===== src/rtl/mdiv_adr_gen.sv =====
`default_nettype none
// ============================================================================
// Module   : mdiv_adr_gen
// Purpose  : Burst address composer: (bank, word-in-bank, length) in,
//            one flat address per beat out (bank*DIV_NUM + off).
// Revision : 1.0 - initial release
// ============================================================================
module mdiv_adr_gen #(
   parameter int DIV_NUM = 12,
   parameter int ADR_W   = 9,
   parameter int Q_W     = 6,
   parameter int R_W     = 4,
   parameter int LEN_W   = 9
) (
   input  logic             clk,
   input  logic             rst,
   input  logic             cmd_valid,
   output logic             cmd_ready,
   input  logic [Q_W-1:0]   cmd_bank,
   input  logic [R_W-1:0]   cmd_off,
   input  logic [LEN_W-1:0] cmd_len,
   output logic             out_valid,
   input  logic             out_ready,
   output logic [ADR_W-1:0] out_adr,
   output logic [Q_W-1:0]   out_bank,
   output logic [R_W-1:0]   out_off,
   output logic             out_last,
   output logic             done,
   output logic             err
);

   typedef enum logic [0:0] {
      S_IDLE = 1'b0,
      S_RUN  = 1'b1
   } state_t;

   localparam logic [R_W-1:0]   c_off_last = R_W'(DIV_NUM - 1);
   localparam logic [ADR_W-1:0] c_adr_max  = {ADR_W{1'b1}};

   state_t             r_state;
   logic               r_ready;
   logic               r_valid;
   logic [ADR_W-1:0]   r_adr;
   logic [Q_W-1:0]     r_bank;
   logic [R_W-1:0]     r_off;
   logic [LEN_W-1:0]   r_rem;
   logic               r_last;
   logic               r_done;
   logic               r_err;

   logic [ADR_W:0]     w_bank_ext;
   logic [ADR_W:0]     w_start_adr;
   logic               w_start_ovf;

   // One extra bit so a start beyond the top of memory is detectable.
   assign w_bank_ext  = {{(ADR_W+1-Q_W){1'b0}}, cmd_bank};
   assign w_start_adr = (w_bank_ext << 3) + (w_bank_ext << 2)
                      + {{(ADR_W+1-R_W){1'b0}}, cmd_off};
   assign w_start_ovf = w_start_adr[ADR_W];

   always_ff @(posedge clk or posedge rst) begin
      if (rst) begin
         r_state <= S_IDLE;
         r_ready <= 1'b1;
         r_valid <= 1'b0;
         r_adr   <= '0;
         r_bank  <= '0;
         r_off   <= '0;
         r_rem   <= '0;
         r_last  <= 1'b0;
         r_done  <= 1'b0;
         r_err   <= 1'b0;
      end else begin
         r_done <= 1'b0;
         r_err  <= 1'b0;
         case (r_state)
            S_IDLE: begin
               if (cmd_valid) begin
                  if (cmd_off > c_off_last) begin
                     r_err  <= 1'b1;
                     r_done <= 1'b1;
                  end else if (cmd_len == '0) begin
                     r_done <= 1'b1;
                  end else if (w_start_ovf) begin
                     r_err  <= 1'b1;
                     r_done <= 1'b1;
                  end else begin
                     r_state <= S_RUN;
                     r_ready <= 1'b0;
                     r_valid <= 1'b1;
                     r_adr   <= w_start_adr[ADR_W-1:0];
                     r_bank  <= cmd_bank;
                     r_off   <= cmd_off;
                     r_rem   <= cmd_len;
                     r_last  <= (cmd_len == LEN_W'(1));
                  end
               end
            end
            S_RUN: begin
               if (r_valid && out_ready) begin
                  if (r_last) begin
                     r_state <= S_IDLE;
                     r_ready <= 1'b1;
                     r_valid <= 1'b0;
                     r_last  <= 1'b0;
                     r_done  <= 1'b1;
                  end else if (r_adr == c_adr_max) begin
                     r_state <= S_IDLE;
                     r_ready <= 1'b1;
                     r_valid <= 1'b0;
                     r_err   <= 1'b1;
                     r_done  <= 1'b1;
                  end else begin
                     // Flat address just counts; bank/off carry alongside it.
                     r_adr <= r_adr + ADR_W'(1);
                     if (r_off == c_off_last) begin
                        r_off  <= '0;
                        r_bank <= r_bank + Q_W'(1);
                     end else begin
                        r_off <= r_off + R_W'(1);
                     end
                     r_rem  <= r_rem - LEN_W'(1);
                     r_last <= (r_rem == LEN_W'(2));
                  end
               end
            end
            default: begin
               r_state <= S_IDLE;
               r_ready <= 1'b1;
               r_valid <= 1'b0;
            end
         endcase
      end
   end

   assign cmd_ready = r_ready;
   assign out_valid = r_valid;
   assign out_adr   = r_adr;
   assign out_bank  = r_bank;
   assign out_off   = r_off;
   assign out_last  = r_last;
   assign done      = r_done;
   assign err       = r_err;

endmodule
`default_nettype wire


===== config.mk =====
export PLATFORM = sky130hd
export DESIGN_NAME = mdiv_adr_gen
export DESIGN_NICKNAME = d
export VERILOG_FILES = /design/src/rtl/mdiv_adr_gen.sv
export SDC_FILE = /design/constraint.sdc
export NUM_CORES = 1
export LEC_CHECK = 0
export BUFFER_PORTS_ARGS = -buffer_cell sky130_fd_sc_hd__buf_4
export CAP_MARGIN = 25
export CORE_MARGIN = 2
export CORE_UTILIZATION = 55
export CTS_BUF_LIST = sky130_fd_sc_hd__clkbuf_8 sky130_fd_sc_hd__clkbuf_16
export DETAILED_ROUTE_END_ITERATION = 16
export PLACE_DENSITY = 0.8
export RECOVER_POWER = 100
export SYNTH_ARGS = -nofsm -noshare
export SYNTH_HDL_FRONTEND = slang
export SYNTH_SLANG_ARGS = --single-unit

===== constraint.sdc =====
create_clock -name clk -period 3 [get_ports clk]
set_input_delay 0.3 -clock clk [delete_from_list [all_inputs] [get_ports clk]]
set_output_delay 0.3 -clock clk [all_outputs]
set_load 0.02 [all_outputs]

==> results of run 1 <==
## synth_stat cells (all sizes together) (2+ instances only)
cell type and count:
dfrtp 33, nand2 19, nor2 19, ha 17
o21ai 17, nor3 13, inv 10, nand3 10
a21oi 9, a211oi 7, and3 7, buf 7
o22ai 6, a221o 5, mux2 5, o221a 5
clkbuf 4, nor4 4, o31ai 4, a21o 3
a31oi 3, and2 3, nor2b 3, nor3b 3
a221oi 2, a22o 2, a22oi 2, fa 2
mux2i 2, nand2b 2, nand3b 2, nand4 2
nand4b 2, o221ai 2, or4 2, xnor2 2
## state kept, by name, indices dropped and copies added (netlist names), 4 cells and up
signal,flops
out_adr,9
out_bank,6
out_off,4
r_rem,9
## timing repair
action	4_1_cts	5_1_grt
hold buffers	0	0
gates resized for setup	0	2
endpoints found under the setup margin	0	4
## cell type report
| type | instances | area, um2 | area share |
|---|---|---|---|
| multi-input cells | 203 | 1456 | 0.4964 |
| flip-flops and latches | 34 | 852.1 | 0.2904 |
| repair buffers | 73 | 427.9 | 0.1458 |
| clock buffers | 6 | 82.58 | 0.02815 |
| well taps | 52 | 65.06 | 0.02217 |
| inverters | 11 | 41.29 | 0.01407 |
| clock inverters | 2 | 8.758 | 0.002985 |
## power by group through the flow
stage               Sequential [W]  Clock, W  Combinational [W]
finish                    0.000907  0.000350            0.00155
global route              0.000941  0.000370            0.00170
CTS                       0.000899  0.000352            0.00167
detailed placement        0.000905         0            0.00165
global placement          0.000894         0            0.00162
floorplan                 0.000995         0           0.000933
## worst min-delay path by stage
| stage | from | end | slack, ns | depth (start not counted) |
|---|---|---|---|---|
| CTS | rst | out_off[3]$_DFFE_PP0P_ | 0.12 | 3 |
| finish | cmd_len[8] | r_rem[8]$_DFFE_PP0P_ | 0.26 | 2 |
| detailed placement | rst | out_off[3]$_DFFE_PP0P_ | 0.43 | 3 |
| global placement | rst | out_off[3]$_DFFE_PP0P_ | 0.43 | 3 |
| floorplan | cmd_off[2] | out_off[2]$_DFFE_PP0P_ | 0.42 | 2 |
| global route | cmd_len[8] | r_rem[8]$_DFFE_PP0P_ | 0.26 | 2 |
## worst reg2reg max path, stage by stage (launching register included)
cell and delay [ns]:
dfrtp_1 0.43, ha_1 0.26, nand3_1 0.15, nor2_1 0.09, and3_1 0.20, ha_1 0.20
nor2_1 0.34, a21o_2 0.31, nand2_1 0.14, nor2_1 0.19, mux2_2 0.35
## routing by layer
layer,part of all wire,vias up
met2,0.46,95
met3,0.057,6
met5,0,-
met4,0.013,0
met1,0.47,1102
li1,-,1141
## per-stage QoR
stage	setup TNS (ns)	instance area [um2]	total power [W]	hold slack [ns]	worst slack [ns]
6_report	0	2934	0.002810	0.2566	0.1731
5_1_grt	0	2934	0.003007	0.2557	0.01121
4_1_cts	0	3049	0.002918	0.1196	0.1495
3_5_place_dp	-0.8454	2958	0.002557	0.4291	-0.1053
3_3_place_gp	-0.2205	2958	0.002514	0.4311	-0.03217
2_1_floorplan	0	2411	0.001928	0.4230	0.03009
## cells in the final DEF (no fill, tap or decap), drive strengths merged, types with 3 or more instances in the layout
cell     n
a211oi   7
a21o     3
a21oi    9
a221o    5
a31oi    3
and2     3
and3     7
buf     36
clkbuf  43
dfrtp   33
ha      17
inv     11
mux2     5
nand2   19
nand3   10
nor2    19
nor2b    3
nor3    13
nor3b    3
nor4     4
o21ai   17
o221a    5
o22ai    6
o31ai    4
## kinds of logic after synthesis
| logic type | share of synthesized area |
|---|---|
| AOI/OAI and AO/OA | 0.2507 |
| adders and majority gates | 0.1048 |
| xor gates and xnor gates | 0.007267 |
| muxes | 0.03165 |
| and+or+nand+nor | 0.2076 |
| DFF | 0.3534 |
| buffers and inverters | 0.04462 |
==> results.sh, run 1 <==
export IMPL_htreeDepth=2
export IMPL_hold_violations=0
export IMPL_use_met2=0.4381
export IMPL_ys_async_sr_fraction=1.000
export IMPL_crit_chain="clkbuf_1 -> fa_1 -> ha_1 -> fa_1 -> a211oi_2 -> o211ai_1 -> or3b_2 -> a221oi_1 -> a31oi_1"
export IMPL_place_hpwl_mm=4.904
export IMPL_critPathLaunchType="primary input"
export IMPL_avgSynthCellArea_um2=9.309
export IMPL_yosysSeqAreaShare=0.3534
export IMPL_busiest_layer="met2"
export IMPL_power_frac_comb=0.553
export IMPL_antenna_found_initial=0
export IMPL_die_w_um=70.21
export IMPL_synth_warnings=0
export IMPL_instances_no_fill=381
export IMPL_p_switching_w=0.001334
export IMPL_postCtsSetupRepairBufs=0
export IMPL_regToRegEndpoint="out_bank[1]$_DFFE_PP0P_"
export IMPL_gr_total_overflow=0
export IMPL_cpLargestDelayFamily="adder cells"
export IMPL_met3_usage=0.04040
export IMPL_cp_required_ns=3.16
export IMPL_wl_per_cell_um=17.19
export IMPL_grt_max_degree=35
export IMPL_critPathLaunch="cmd_bank[0]"
export IMPL_drt_first_iter_violations=229
export IMPL_ios=47
export IMPL_synthFlopType="dfrtp_1"
export IMPL_reg2reg_from="out_adr[0]$_DFFE_PP0P_"
export IMPL_clk_pin_slew_ns=0.07
export IMPL_finalMaxSlewViolations=35
export IMPL_nNetsFinal=370
export IMPL_area_growth_pct=21.69
export IMPL_cts_path_max_buffers=2
export IMPL_worstSetupPathDepth=9
export IMPL_grt_pass1_vias=2176
export IMPL_core_mm2=0.004294
export IMPL_fin_util=0.6833
export IMPL_end_kind="flip-flop"
export IMPL_rsz0062_at_grt="no"
export IMPL_synthTopCellsByArea="dfrtp_1, ha_1, o21ai_0"
export IMPL_setup_viol=0
export IMPL_clock_skew_ns=0.002721
export IMPL_clockRootBuffer="clkbuf_8"
export IMPL_port_buffers=46
export IMPL_max_freq_mhz=353.7
export IMPL_max_cap_violations=1
export IMPL_synth_area_leader_cell="dfrtp_1"
export IMPL_synth_cell_types=63
export IMPL_drive_gt1_frac=0.2097
export IMPL_tightestPinTransition_ns=1.847
export IMPL_swShare=0.4749
export IMPL_grt_pass1_wl_mm=10.72
export IMPL_p_seq_frac=0.323
export IMPL_power_density_mw_per_mm2=957.6
export IMPL_slowest_stage="or3b_2"
export IMPL_hold_path_class="primary input to flip-flop"
export IMPL_min_period_ns=2.827
export IMPL_wirelength_mm=6.548
export IMPL_cts_sinks=34
export IMPL_diodes=0
export IMPL_slew_headroom=-0.2311
export IMPL_p_int_w=0.001475
export IMPL_drc=0
export IMPL_violations="max-capacitance violations, max-slew violations"
export IMPL_crit_fanout=5
export IMPL_ff2ff_path_depth=10
export IMPL_outcome="finished, violations left"
export IMPL_rows=24
export IMPL_met1_usage=0.4017
export IMPL_dieHeight_um=70.21
export IMPL_critPathKind="primary input to flip-flop"
export IMPL_synth_top_area_share=0.3425
export IMPL_ys_seq_elements=34
export IMPL_leakage_nw=1.272
export IMPL_design_die_area_mm2=0.004929
export IMPL_synthesis_instances=259
export IMPL_period_share=0.9423
export IMPL_synth_nets=301
export IMPL_cts_buffers=5
export IMPL_drt_pass1_iter_count=4
export IMPL_clk_latency_ns=0.29
export IMPL_pwr_share_clk=0.124
export IMPL_arrival_ns=2.98
export IMPL_vias=2344
export IMPL_grt_util_all_layers=0.2791
export IMPL_ant_nets=0
export IMPL_globalplace_congestion=0.9843
export IMPL_placed_cells=373
export IMPL_ff2ff_setup_slack_ns=0.23
export IMPL_cp_endpoint="out_last$_DFFE_PP0P_"
export IMPL_ir_worst_vdd_mv=0.4587
export IMPL_cts_tree="yes"
export IMPL_crit_top_cell="fa_1"
export IMPL_start_util=0.5615
export IMPL_slowest_delay_ns=0.54
export IMPL_synth_area_mm2=0.002411
export IMPL_viasPerCell=6.152
export IMPL_cp_num_buf_inv=1
export IMPL_fillCellCount=392
export IMPL_synth_edff_count=0
(Power assumes the default switching activity.)
==> run 2: changes to the inputs <==
- RECOVER_POWER: 100 -> not set
==> run 2 against run 1 <==
  * The flow now finishes without violations
  * First-iteration DRC count shrank 1.7%
  * Sequential share of layout area shrank 1.1 points
  * Global-route usage is the same
  * Register-to-register slack is essentially flat
  * Critical path depth is the same
  * Worst setup slack lost 0.011 ns
  * Sequential power is essentially flat
  * Core utilization grew 2.8 points
  * Highest routed layer unchanged
==> results.sh, run 2 (synthesized netlist as in run 1, its figures left out) <==
export IMPL_outcome="finished clean"
export IMPL_fin_area_mm2=0.003054
export IMPL_grt_util_all_layers=0.2791
export IMPL_cts_tree="yes"
export IMPL_fillCellCount=355
export IMPL_power_density_mw_per_mm2=960.6
export IMPL_wirelength_mm=6.516
export IMPL_diodes=0
export IMPL_slew_headroom=0.5440
export IMPL_clockRootBuffer="clkbuf_8"
export IMPL_clk_latency_ns=0.29
export IMPL_htreeDepth=2
export IMPL_rows=24
export IMPL_ios=47
export IMPL_ff2ff_path_depth=10
export IMPL_core_mm2=0.004294
export IMPL_max_cap_violations=0
export IMPL_dieHeight_um=70.21
export IMPL_area_growth_pct=26.67
export IMPL_nNetsFinal=370
export IMPL_place_hpwl_mm=4.904
export IMPL_mostFrequentLayoutCell="buf_4"
export IMPL_ir_worst_vdd_mv=0.4751
export IMPL_cts_buffers=5
export IMPL_rsz0062_at_grt="no"
export IMPL_cts_path_max_buffers=2
export IMPL_design_die_area_mm2=0.004929
export IMPL_cts_sinks=34
export IMPL_drive_gt1_frac=0.3070
export IMPL_antenna_found_initial=0
export IMPL_grt_max_degree=35
export IMPL_finalPower_w=0.002934
export IMPL_place_area_mm2=0.002958
export IMPL_critPathLaunchType="primary input"
export IMPL_wl_per_cell_um=17.10
export IMPL_crit_fanout=5
export IMPL_end_kind="flip-flop"
export IMPL_clock_skew_ns=0.003364
export IMPL_finalMaxSlewViolations=0
export IMPL_min_period_ns=2.838
export IMPL_setup_viol=0
export IMPL_postCtsSetupRepairBufs=0
export IMPL_gr_total_overflow=0
export IMPL_ff2ff_setup_slack_ns=0.23
export IMPL_regToRegEndpoint="out_bank[1]$_DFFE_PP0P_"
export IMPL_placed_cells=373
export IMPL_drt_first_iter_violations=225
export IMPL_final_cell_mix="buf_4, dfrtp_1, nand2_1"
export IMPL_grt_pass1_vias=2176
export IMPL_period_share=0.9461
export IMPL_vias=2352
export IMPL_port_buffers=46
export IMPL_start_util=0.5615
export IMPL_viasPerCell=6.173
export IMPL_cp_endpoint="out_last$_DFFE_PP0P_"
export IMPL_hold_path_class="primary input to asynchronous set/reset pin"
export IMPL_hold_violations=0
export IMPL_die_w_um=70.21
export IMPL_drt_pass1_iter_count=4
export IMPL_critPathLaunch="cmd_bank[0]"
export IMPL_reg2reg_from="out_adr[0]$_DFFE_PP0P_"
export IMPL_arrival_ns=2.99
export IMPL_max_freq_mhz=352.3
export IMPL_leakage_nw=1.387
export IMPL_ant_nets=0
export IMPL_grt_pass1_wl_mm=10.72
export IMPL_drc=0
export IMPL_tightestPinTransition_ns=0.6777
export IMPL_instances_no_fill=381
export IMPL_critPathKind="primary input to flip-flop"
export IMPL_cp_required_ns=3.16
export IMPL_globalplace_congestion=0.9843
export IMPL_clk_pin_slew_ns=0.07
==> run 2: cell types whose count changed in the layout (fill, tap and decap cells not counted) <==
cell and delta:
buf_4 +37, clkbuf_1 -32, clkbuf_4 -5
==> run 2: worst max-delay path, cell delays in order <==
cell and delay [ns]:
buf_4 0.12, fa_1 0.49, ha_1 0.25, fa_1 0.41, a211oi_2 0.27, o211ai_1 0.19, or3b_2 0.54, a221oi_1 0.35
a31oi_1 0.07
==> run 2: per-stage QoR <==
stage	utilization	TNS [ns]	worst slack [ns]	hold WS, ns
after floorplan	-	0	0.03009	0.4230
after global placement	0.6888	-0.2205	-0.03217	0.4311
after detailed placement	0.6888	-0.8454	-0.1053	0.4291
after CTS	0.7101	0	0.1495	0.1196
after global routing	0.7112	0	0.004792	0.1489
final	0.7112	0	0.1617	0.1039
==> run 2: cell type report <==
type / instances / area, um2 / area share
Clock buffer: 6 / 82.58 / 0.02704
Timing Repair Buffer: 73 / 548.0 / 0.1794
Multi-Input combinational cell: 203 / 1456 / 0.4769
Sequential cell: 34 / 852.1 / 0.2790
Tap cell: 52 / 65.06 / 0.02130
Clock inverter: 2 / 8.758 / 0.002868
Inverter: 11 / 41.29 / 0.01352
==> run 2: where the power goes <==
group | internal [W] | switching [W]
Combinational | 0.000772 | 0.000909
Sequential | 0.000651 | 0.000256
Clock | 0.000182 | 0.000165
==> run 2: routing by layer <==
metal	track usage	routed length [um]
met1	0.4017	3038
met2	0.4381	3030
met3	0.04040	373
met4	0.08547	74
met5	0	0
==> run 2: worst min path at each step <==
stage / from / to / slack, ns / depth (start not counted)
final: rst / out_off[3]$_DFFE_PP0P_ / 0.10 / 3
after global placement: rst / out_off[3]$_DFFE_PP0P_ / 0.43 / 3
after global routing: rst / out_off[3]$_DFFE_PP0P_ / 0.15 / 3
after CTS: rst / out_off[3]$_DFFE_PP0P_ / 0.12 / 3
after floorplan: cmd_off[2] / out_off[2]$_DFFE_PP0P_ / 0.42 / 2
after detailed placement: rst / out_off[3]$_DFFE_PP0P_ / 0.43 / 3
==> run 2: timing repair <==
item / CTS / global route
endpoints found under the setup margin: 0 / 4
resized for setup: 0 / 2
hold buffers: 0 / 0
